===== src/rtl/psum_reduce_reader_if.sv =====
// Purpose : bundles the psum_reduce_reader control, psum SRAM read and output SRAM write signals.
// Latency : none; this is only a bundle of wires.
// Backpressure: none; the sequencer starts a pass and the SRAMs accept one access per cycle.
// Ports   : start/n_out/n_kij (sequencer -> block), busy/done (block -> sequencer),
//           psum_cen/psum_addr/psum_q (psum SRAM read port), out_wen/out_addr/out_d (output SRAM write port).
interface psum_reduce_reader_if #(
  parameter int BW  = 16,
  parameter int COL = 8,
  parameter int AW  = 11,
  parameter int CW  = 8
) ();
  logic              start;
  logic [CW-1:0]     n_out;
  logic [CW-1:0]     n_kij;
  logic              busy;
  logic              done;
  logic              psum_cen;
  logic [AW-1:0]     psum_addr;
  logic [BW*COL-1:0] psum_q;
  logic              out_wen;
  logic [AW-1:0]     out_addr;
  logic [BW*COL-1:0] out_d;

  // The reduce block itself.
  modport slave (
    input  start, n_out, n_kij, psum_q,
    output busy, done, psum_cen, psum_addr, out_wen, out_addr, out_d
  );

  // Sequencer plus SRAM side.
  modport master (
    output start, n_out, n_kij, psum_q,
    input  busy, done, psum_cen, psum_addr, out_wen, out_addr, out_d
  );
endinterface


===== src/rtl/psum_reduce_reader.sv =====
// Purpose : sweeps all kernel positions of each output pixel in psum SRAM, accumulates per lane, applies ReLU, writes output SRAM.
// Latency : n_kij+2 cycles per pixel, n_out*(n_kij+2) cycles per pass, then one done cycle.
// Backpressure: none; start is only accepted in IDLE and is ignored while a pass runs.
// Ports   : clk_i, reset_ni (async, active-low); port_if (slave modport) carries the control, psum read and output write signals.
module psum_reduce_reader #(
  parameter int BW  = 16,
  parameter int COL = 8,
  parameter int AW  = 11,
  parameter int CW  = 8
) (
  input  logic                clk_i,
  input  logic                reset_ni,
  psum_reduce_reader_if.slave port_if
);

  typedef enum logic [2:0] {
    S_IDLE,
    S_READ,
    S_DRAIN,
    S_WRITE,
    S_DONE
  } state_e;

  state_e                    state_q;
  logic [CW-1:0]             nout_q;
  logic [CW-1:0]             nkij_q;
  logic [CW-1:0]             o_q;
  logic [CW-1:0]             k_q;
  logic [AW-1:0]             ra_q;        // current read address, k*n_out + o built by repeated add
  logic                      rd_vld_q;    // psum_q carries data read in the previous cycle
  logic                      rd_first_q;  // that data is k=0 of a pixel
  logic [COL-1:0][BW-1:0]    acc_q;
  logic                      busy_q;
  logic                      done_q;
  logic                      cen_q;
  logic                      out_wen_q;
  logic [AW-1:0]             out_addr_q;
  logic [COL-1:0][BW-1:0]    out_d_q;

  logic [COL-1:0][BW-1:0]    lane_q;
  logic [COL-1:0][BW-1:0]    acc_d;
  logic [COL-1:0][BW-1:0]    relu_d;

  assign lane_q = port_if.psum_q;

  // The DRAIN cycle both accumulates the last read and registers the write data,
  // so the ReLU is taken from the next-state accumulator rather than acc_q.
  always_comb begin
    acc_d  = acc_q;
    relu_d = '0;
    for (int i = 0; i < COL; i++) begin
      if (rd_vld_q) begin
        acc_d[i] = rd_first_q ? lane_q[i] : acc_q[i] + lane_q[i];
      end
      relu_d[i] = acc_d[i][BW-1] ? '0 : acc_d[i];
    end
  end

  always_ff @(posedge clk_i or negedge reset_ni) begin
    if (!reset_ni) begin
      state_q    <= S_IDLE;
      nout_q     <= '0;
      nkij_q     <= '0;
      o_q        <= '0;
      k_q        <= '0;
      ra_q       <= '0;
      rd_vld_q   <= 1'b0;
      rd_first_q <= 1'b0;
      acc_q      <= '0;
      busy_q     <= 1'b0;
      done_q     <= 1'b0;
      cen_q      <= 1'b1;
      out_wen_q  <= 1'b1;
      out_addr_q <= '0;
      out_d_q    <= '0;
    end else begin
      rd_vld_q   <= (state_q == S_READ);
      rd_first_q <= (state_q == S_READ) && (k_q == '0);
      acc_q      <= acc_d;

      case (state_q)
        S_IDLE: begin
          if (port_if.start) begin
            nout_q <= port_if.n_out;
            nkij_q <= port_if.n_kij;
            o_q    <= '0;
            k_q    <= '0;
            ra_q   <= '0;
            if ((port_if.n_out == '0) || (port_if.n_kij == '0)) begin
              state_q <= S_DONE;
              done_q  <= 1'b1;
            end else begin
              state_q <= S_READ;
              busy_q  <= 1'b1;
              cen_q   <= 1'b0;
            end
          end
        end

        S_READ: begin
          if (k_q == nkij_q - CW'(1)) begin
            state_q <= S_DRAIN;
            cen_q   <= 1'b1;
          end else begin
            k_q  <= k_q + CW'(1);
            ra_q <= ra_q + AW'(nout_q);
          end
        end

        S_DRAIN: begin
          state_q    <= S_WRITE;
          out_wen_q  <= 1'b0;
          out_addr_q <= AW'(o_q);
          out_d_q    <= relu_d;
        end

        S_WRITE: begin
          out_wen_q <= 1'b1;
          if (o_q == nout_q - CW'(1)) begin
            state_q <= S_DONE;
            busy_q  <= 1'b0;
            done_q  <= 1'b1;
          end else begin
            state_q <= S_READ;
            o_q     <= o_q + CW'(1);
            k_q     <= '0;
            ra_q    <= AW'(o_q) + AW'(1);  // next pixel starts at k=0, address o+1
            cen_q   <= 1'b0;
          end
        end

        S_DONE: begin
          state_q <= S_IDLE;
          done_q  <= 1'b0;
        end

        default: state_q <= S_IDLE;
      endcase
    end
  end

  assign port_if.busy      = busy_q;
  assign port_if.done      = done_q;
  assign port_if.psum_cen  = cen_q;
  assign port_if.psum_addr = ra_q;
  assign port_if.out_wen   = out_wen_q;
  assign port_if.out_addr  = out_addr_q;
  assign port_if.out_d     = out_d_q;

endmodule


===== src/flat_wrapper.sv =====
// flat-port wrapper written by rule: the top's interface ports become plain ports
module psum_reduce_reader_flat 
#(
  parameter int BW  = 16,
  parameter int COL = 8,
  parameter int AW  = 11,
  parameter int CW  = 8
)
  (clk_i, reset_ni, port_if_start, port_if_n_out, port_if_n_kij, port_if_psum_q, port_if_busy, port_if_done, port_if_psum_cen, port_if_psum_addr, port_if_out_wen, port_if_out_addr, port_if_out_d);
  psum_reduce_reader_if #(.BW(BW), .COL(COL), .AW(AW), .CW(CW)) port_if_i ();
  input  logic clk_i;
  input  logic reset_ni;
  input wire logic [$bits(port_if_i.start)-1:0] port_if_start;
  input wire logic [$bits(port_if_i.n_out)-1:0] port_if_n_out;
  input wire logic [$bits(port_if_i.n_kij)-1:0] port_if_n_kij;
  input wire logic [$bits(port_if_i.psum_q)-1:0] port_if_psum_q;
  output wire logic [$bits(port_if_i.busy)-1:0] port_if_busy;
  output wire logic [$bits(port_if_i.done)-1:0] port_if_done;
  output wire logic [$bits(port_if_i.psum_cen)-1:0] port_if_psum_cen;
  output wire logic [$bits(port_if_i.psum_addr)-1:0] port_if_psum_addr;
  output wire logic [$bits(port_if_i.out_wen)-1:0] port_if_out_wen;
  output wire logic [$bits(port_if_i.out_addr)-1:0] port_if_out_addr;
  output wire logic [$bits(port_if_i.out_d)-1:0] port_if_out_d;
  assign port_if_i.start = port_if_start;
  assign port_if_i.n_out = port_if_n_out;
  assign port_if_i.n_kij = port_if_n_kij;
  assign port_if_i.psum_q = port_if_psum_q;
  assign port_if_busy = port_if_i.busy;
  assign port_if_done = port_if_i.done;
  assign port_if_psum_cen = port_if_i.psum_cen;
  assign port_if_psum_addr = port_if_i.psum_addr;
  assign port_if_out_wen = port_if_i.out_wen;
  assign port_if_out_addr = port_if_i.out_addr;
  assign port_if_out_d = port_if_i.out_d;
  psum_reduce_reader #(.BW(BW), .COL(COL), .AW(AW), .CW(CW)) u_core (.clk_i(clk_i), .reset_ni(reset_ni), .port_if(port_if_i));
endmodule

===== config.mk =====
export PLATFORM = sky130hd
export DESIGN_NAME = psum_reduce_reader_flat
export DESIGN_NICKNAME = d
export VERILOG_FILES = /design/src/rtl/psum_reduce_reader_if.sv /design/src/rtl/psum_reduce_reader.sv /design/src/flat_wrapper.sv
export SDC_FILE = /design/constraint.sdc
export NUM_CORES = 1
export LEC_CHECK = 0
export ABC_AREA = 1
export CAP_MARGIN = 20
export CORE_ASPECT_RATIO = 1.4
export CORE_MARGIN = 3
export CORE_UTILIZATION = 51
export CTS_CLUSTER_SIZE = 24
export DETAILED_ROUTE_END_ITERATION = 10
export PLACE_DENSITY = 0.78
export RECOVER_POWER = 100
export SYNTH_ARGS = -nofsm -noshare
export SYNTH_HDL_FRONTEND = slang
export SYNTH_SLANG_ARGS = --single-unit

===== constraint.sdc =====
create_clock -name clk_i -period 1.97 [get_ports clk_i]
set_clock_uncertainty 0.05 [all_clocks]
set_input_delay 0.394 -clock clk_i [delete_from_list [all_inputs] [get_ports clk_i]]
set_output_delay 0.394 -clock clk_i [all_outputs]
set_load 0.03 [all_outputs]

==> impl_summary.md <==
Logic synthesis
The count of different cell masters after synthesis is 37. The synthesized instance count is 3123. The share of flip-flops with an asynchronous set or reset after synthesis is 1.00. Of the total synthesized cell area, the portion taken by XOR and XNOR cells is 0.0295. After synthesis the netlist holds a flip-flop and latch count of 308. In the synthesized netlist the dominant register cell turns out to be dfrtp_1. The fraction of the yosys area taken by sequential cells is 0.365. Ranked by total cell area, the synthesized netlist is headed by dfrtp_1 36%, nand2_1 20%, nand3_1 7.9%.

The synthesized netlist occupies a cell area of 0.0211 mm^2. The share of synthesized area in the top cell type comes to 0.363. The post-synthesis compound-gate area fraction is 0.0753. The share of cell area taken by muxes after synthesis is 0. The Yosys step of the flow raised 0 warnings. The main combinational cell family by area after synthesis is simple AND/OR/NAND/NOR gates. The leading area contributor after synthesis is dfrtp_1. Of the total synthesized cell area, the portion taken by AND, OR, NAND and NOR gates is 0.360. The synthesized area per cell is 6.76 um^2.

The adder-cell share of the synthesized area is 0.0874. The count of flip-flops with a built-in enable after synthesis is 0.

Route
The detail route stage leaves a number of antenna-violating nets equal to 0. Dividing the detail-routed wire length by the instance count gives 19.3 um. For this block, the routed nets add up to 84500 um of wire. In the routed design, unresolved DRC markers number 0. The first TritonRoute pass finished after 6 iterations. The overall via count from detail_route is 24900. The first routing iteration left 1795 violations.

In the routed layout, each cell is associated on average with a via count of 5.68.

CTS
The clock transition at the registers of the reported paths is 0.07 ns. The maximum level of the CTS H-tree is 2. Clock latency on the worst-skew pair, taken at its later pin, is 0.55 ns. The count of clock tree sinks is 308. The CTS tree is built.

The root buffer cell is clkbuf_16. The number of buffers created by CTS is 36. The clock passes through at most 3 buffers.

Floorplan
Pin placement for this block handled 301 I/O pins. After floorplanning, the core was sized to cover 0.0406 mm^2. For this configuration, the core starts out at a cell density of 0.520. The cell row count is 87.

The die covers 0.0439 mm^2. The height of the die is 247 um. The x dimension of the die is 178 um.

Cells and area
The filler cells instantiated in the layout total 2381. In the layout the commonest cells are 941 x nand2_1, 394 x buf_4, 302 x dfrtp_1, 282 x inv_1, 271 x nor2_1. The final non-filler cell total is 4381. Of the cells placed in the final design, the portion with a size suffix greater than 1 is 0.316.

The layout-stage area growth over the synthesis result is 57.5%. The final core utilization is 0.819. The most frequent standard cell in the layout excluding fill and tap cells is nand2_1.

The count of nets after finishing is 4103.

Min path
The type of the most critical hold path is in2reg.

Power and ir drop
The maximum VDD drop is 1.15 mV. For this design the static power due to leakage is 17.2 nW. Power spread over the standard cell area amounts to 1870 mW/mm^2.

Setup path
On the worst path, the slowest cell contributes a delay of 0.36 ns. The critical path goes through ha_2 -> inv_1 -> fa_2 -> o21ai_2 -> buf_6 -> xnor2_1 -> nand2_1 -> o21ai_1 -> a21oi_2 -> nand3_2 -> nand2_1. The top cell family by delay on the critical path is adder cells.

The critical path contains buffers and inverters numbering 2 combined. Data on the critical path arrives at its endpoint at 2.59 ns. Of all nets on the critical path, the largest fanout is 2. On the critical path, the stage with the largest delay is an instance of dfrtp_1.

The category of the worst setup path capture point is a register. The startpoint type of the worst setup path is a register. The critical path is of the reg2reg type. The cell seen most often among critical-path stages is nand2_1. The data required time of the worst path is 2.34 ns.

STA
The number of hold violations in the final report is 0. Setup repair after global routing could not meet its margin everywhere. The normalized max-slew margin is 0.0752. The final hold slack is 0.249 ns. Derived from the worst setup path, the maximum achievable clock frequency is 449 MHz. For the pin with the worst max-slew slack, the measured transition is 1.39 ns.

The number of max-slew violations in the final report is 0. The time the worst path needs with I/O delays and setup is 2.23 ns. The final worst-path cycle share is 1.13. The number of endpoints failing setup at the final stage is 152. In the post-route analysis, the smallest setup slack over all paths is -0.255 ns.

Global routing
Across every metal layer, demand over resource in global routing totals 0.325. The initial antenna violation count was 11. The via count of the first global-routing pass is 24000. Entering global routing, the biggest net connects 79 pins. The remaining global-route overflow is 0.

The wire length of the first global-routing pass is 116000 um.

Job
The number of violations of the max-capacitance limit is 0.

Status
The run finished, with violations left. The final reports fail on negative setup slack.

Placed design
The final HPWL from detailed placement is 51100 um. The count of port buffers added during placement is 289. The number of placed instances with taps included is 4227. The congestion estimate from routability-driven global placement came to 0.946.
-- per-layer routing --
metal | vias up | routed length [um] | GRT usage
li1 | 11300 | - | -
met1 | 11800 | 29200 | 0.349
met2 | 1268 | 42800 | 0.592
met3 | 441 | 6240 | 0.0654
met4 | 8 | 6130 | 0.175
met5 | - | 57 | 0
-- per-stage QoR --
step           power [W]  area (um^2)  setup slack [ns]  TNS, ns
6_report          0.0621        33200            -0.255   -15.11
5_1_grt           0.0658        33200            -0.304   -58.88
3_3_place_gp      0.0425        27500            -0.680  -116.18
2_1_floorplan     0.0300        21200         0.0000722        0
3_5_place_dp      0.0434        27500            -0.712  -127.64
4_1_cts           0.0536        30200            -0.122    -1.46
-- synth_stat cells, types with 13 or more instances --
library cell,count
ha_1,133
nand3_1,334
nand4_1,13
nand2_1,1150
buf_4,20
inv_1,319
a21oi_1,182
xnor2_1,28
clkbuf_1,69
or2_2,18
o21ai_0,100
buf_1,14
xor2_1,43
nor3_1,30
dfrtp_1,306
nor2_1,292
-- where the power goes --
group / internal [W] / switching (W) / total (W)
logic: 0.0185 / 0.0249 / 0.0433
registers: 0.00900 / 0.00245 / 0.0114
clock network: 0.00441 / 0.00295 / 0.00736
total: 0.0319 / 0.0303 / 0.0621
-- layout make-up --
type	instances	area [um^2]	share of cell area
Multi-Input combinational cell	2394	15500	0.466
Sequential cell	308	7720	0.232
Timing Repair Buffer	752	6830	0.206
Inverter	322	1240	0.0373
Clock buffer	46	1000	0.0301
Tap cell	534	668	0.0201
Clock inverter	18	269	0.00809
Antenna cell	7	17.5	0.000527
-- logic make-up after synthesis --
| group | count (synthesis) |
|---|---|
| flip-flops | 308 |
| AO/OA/AOI/OAI | 305 |
| adder cells (fa/ha/maj) | 142 |
| buffers and inverters | 434 |
| other | 1 |
| AND/OR/NAND/NOR | 1862 |
| XOR/XNOR | 71 |
-- path summary, 6_finish.rpt --
path                            cells past startpoint                   endpoint                      start  slack (ns)
worst max-delay path                               11   u_core.port_if.out_d[68]           u_core.acc_q[64]       -0.26
worst min-delay path                                3           u_core.acc_q[20]         port_if_psum_q[20]        0.25
worst max register to register                     11   u_core.port_if.out_d[68]           u_core.acc_q[64]       -0.26
worst min register to register                      2  u_core.port_if.out_d[110]  u_core.port_if.out_d[110]        0.42
max in group asynchronous                           3           u_core.acc_q[48]                   reset_ni        0.02
min in group asynchronous                           2              u_core.o_q[3]                   reset_ni        0.74
-- state kept, by name, summed over array words and instances, names as in the netlist --
name,flops
u_core.acc_q,128
u_core.k_q,8
u_core.nkij_q,8
u_core.nout_q,8
u_core.o_q,8
u_core.port_if.busy,1
u_core.port_if.done,1
u_core.port_if.out_addr,8
u_core.port_if.out_d,120
u_core.port_if.out_wen,1
u_core.port_if.psum_addr,11
u_core.port_if.psum_cen,1
u_core.rd_first_q,1
u_core.rd_vld_q,1
u_core.state_q,3
-- repair_timing --
action	CTS	global route
pin swaps	91	267
hold endpoints to repair	59	0
setup buffers	27	46
cloned	5	7
endpoints found under the setup margin	313	203
hold buffers	1	0
resized for setup	406	578
-- worst register-to-register path, stage by stage, from the launching register on --
cell and delay (ns):
dfrtp_1 0.36, ha_2 0.20, inv_1 0.06, fa_2 0.35
o21ai_2 0.21, buf_6 0.13, xnor2_1 0.14, nand2_1 0.11
o21ai_1 0.18, a21oi_2 0.14, nand3_2 0.11, nand2_1 0.06
Note: power is estimated with default switching activity, not from simulation.
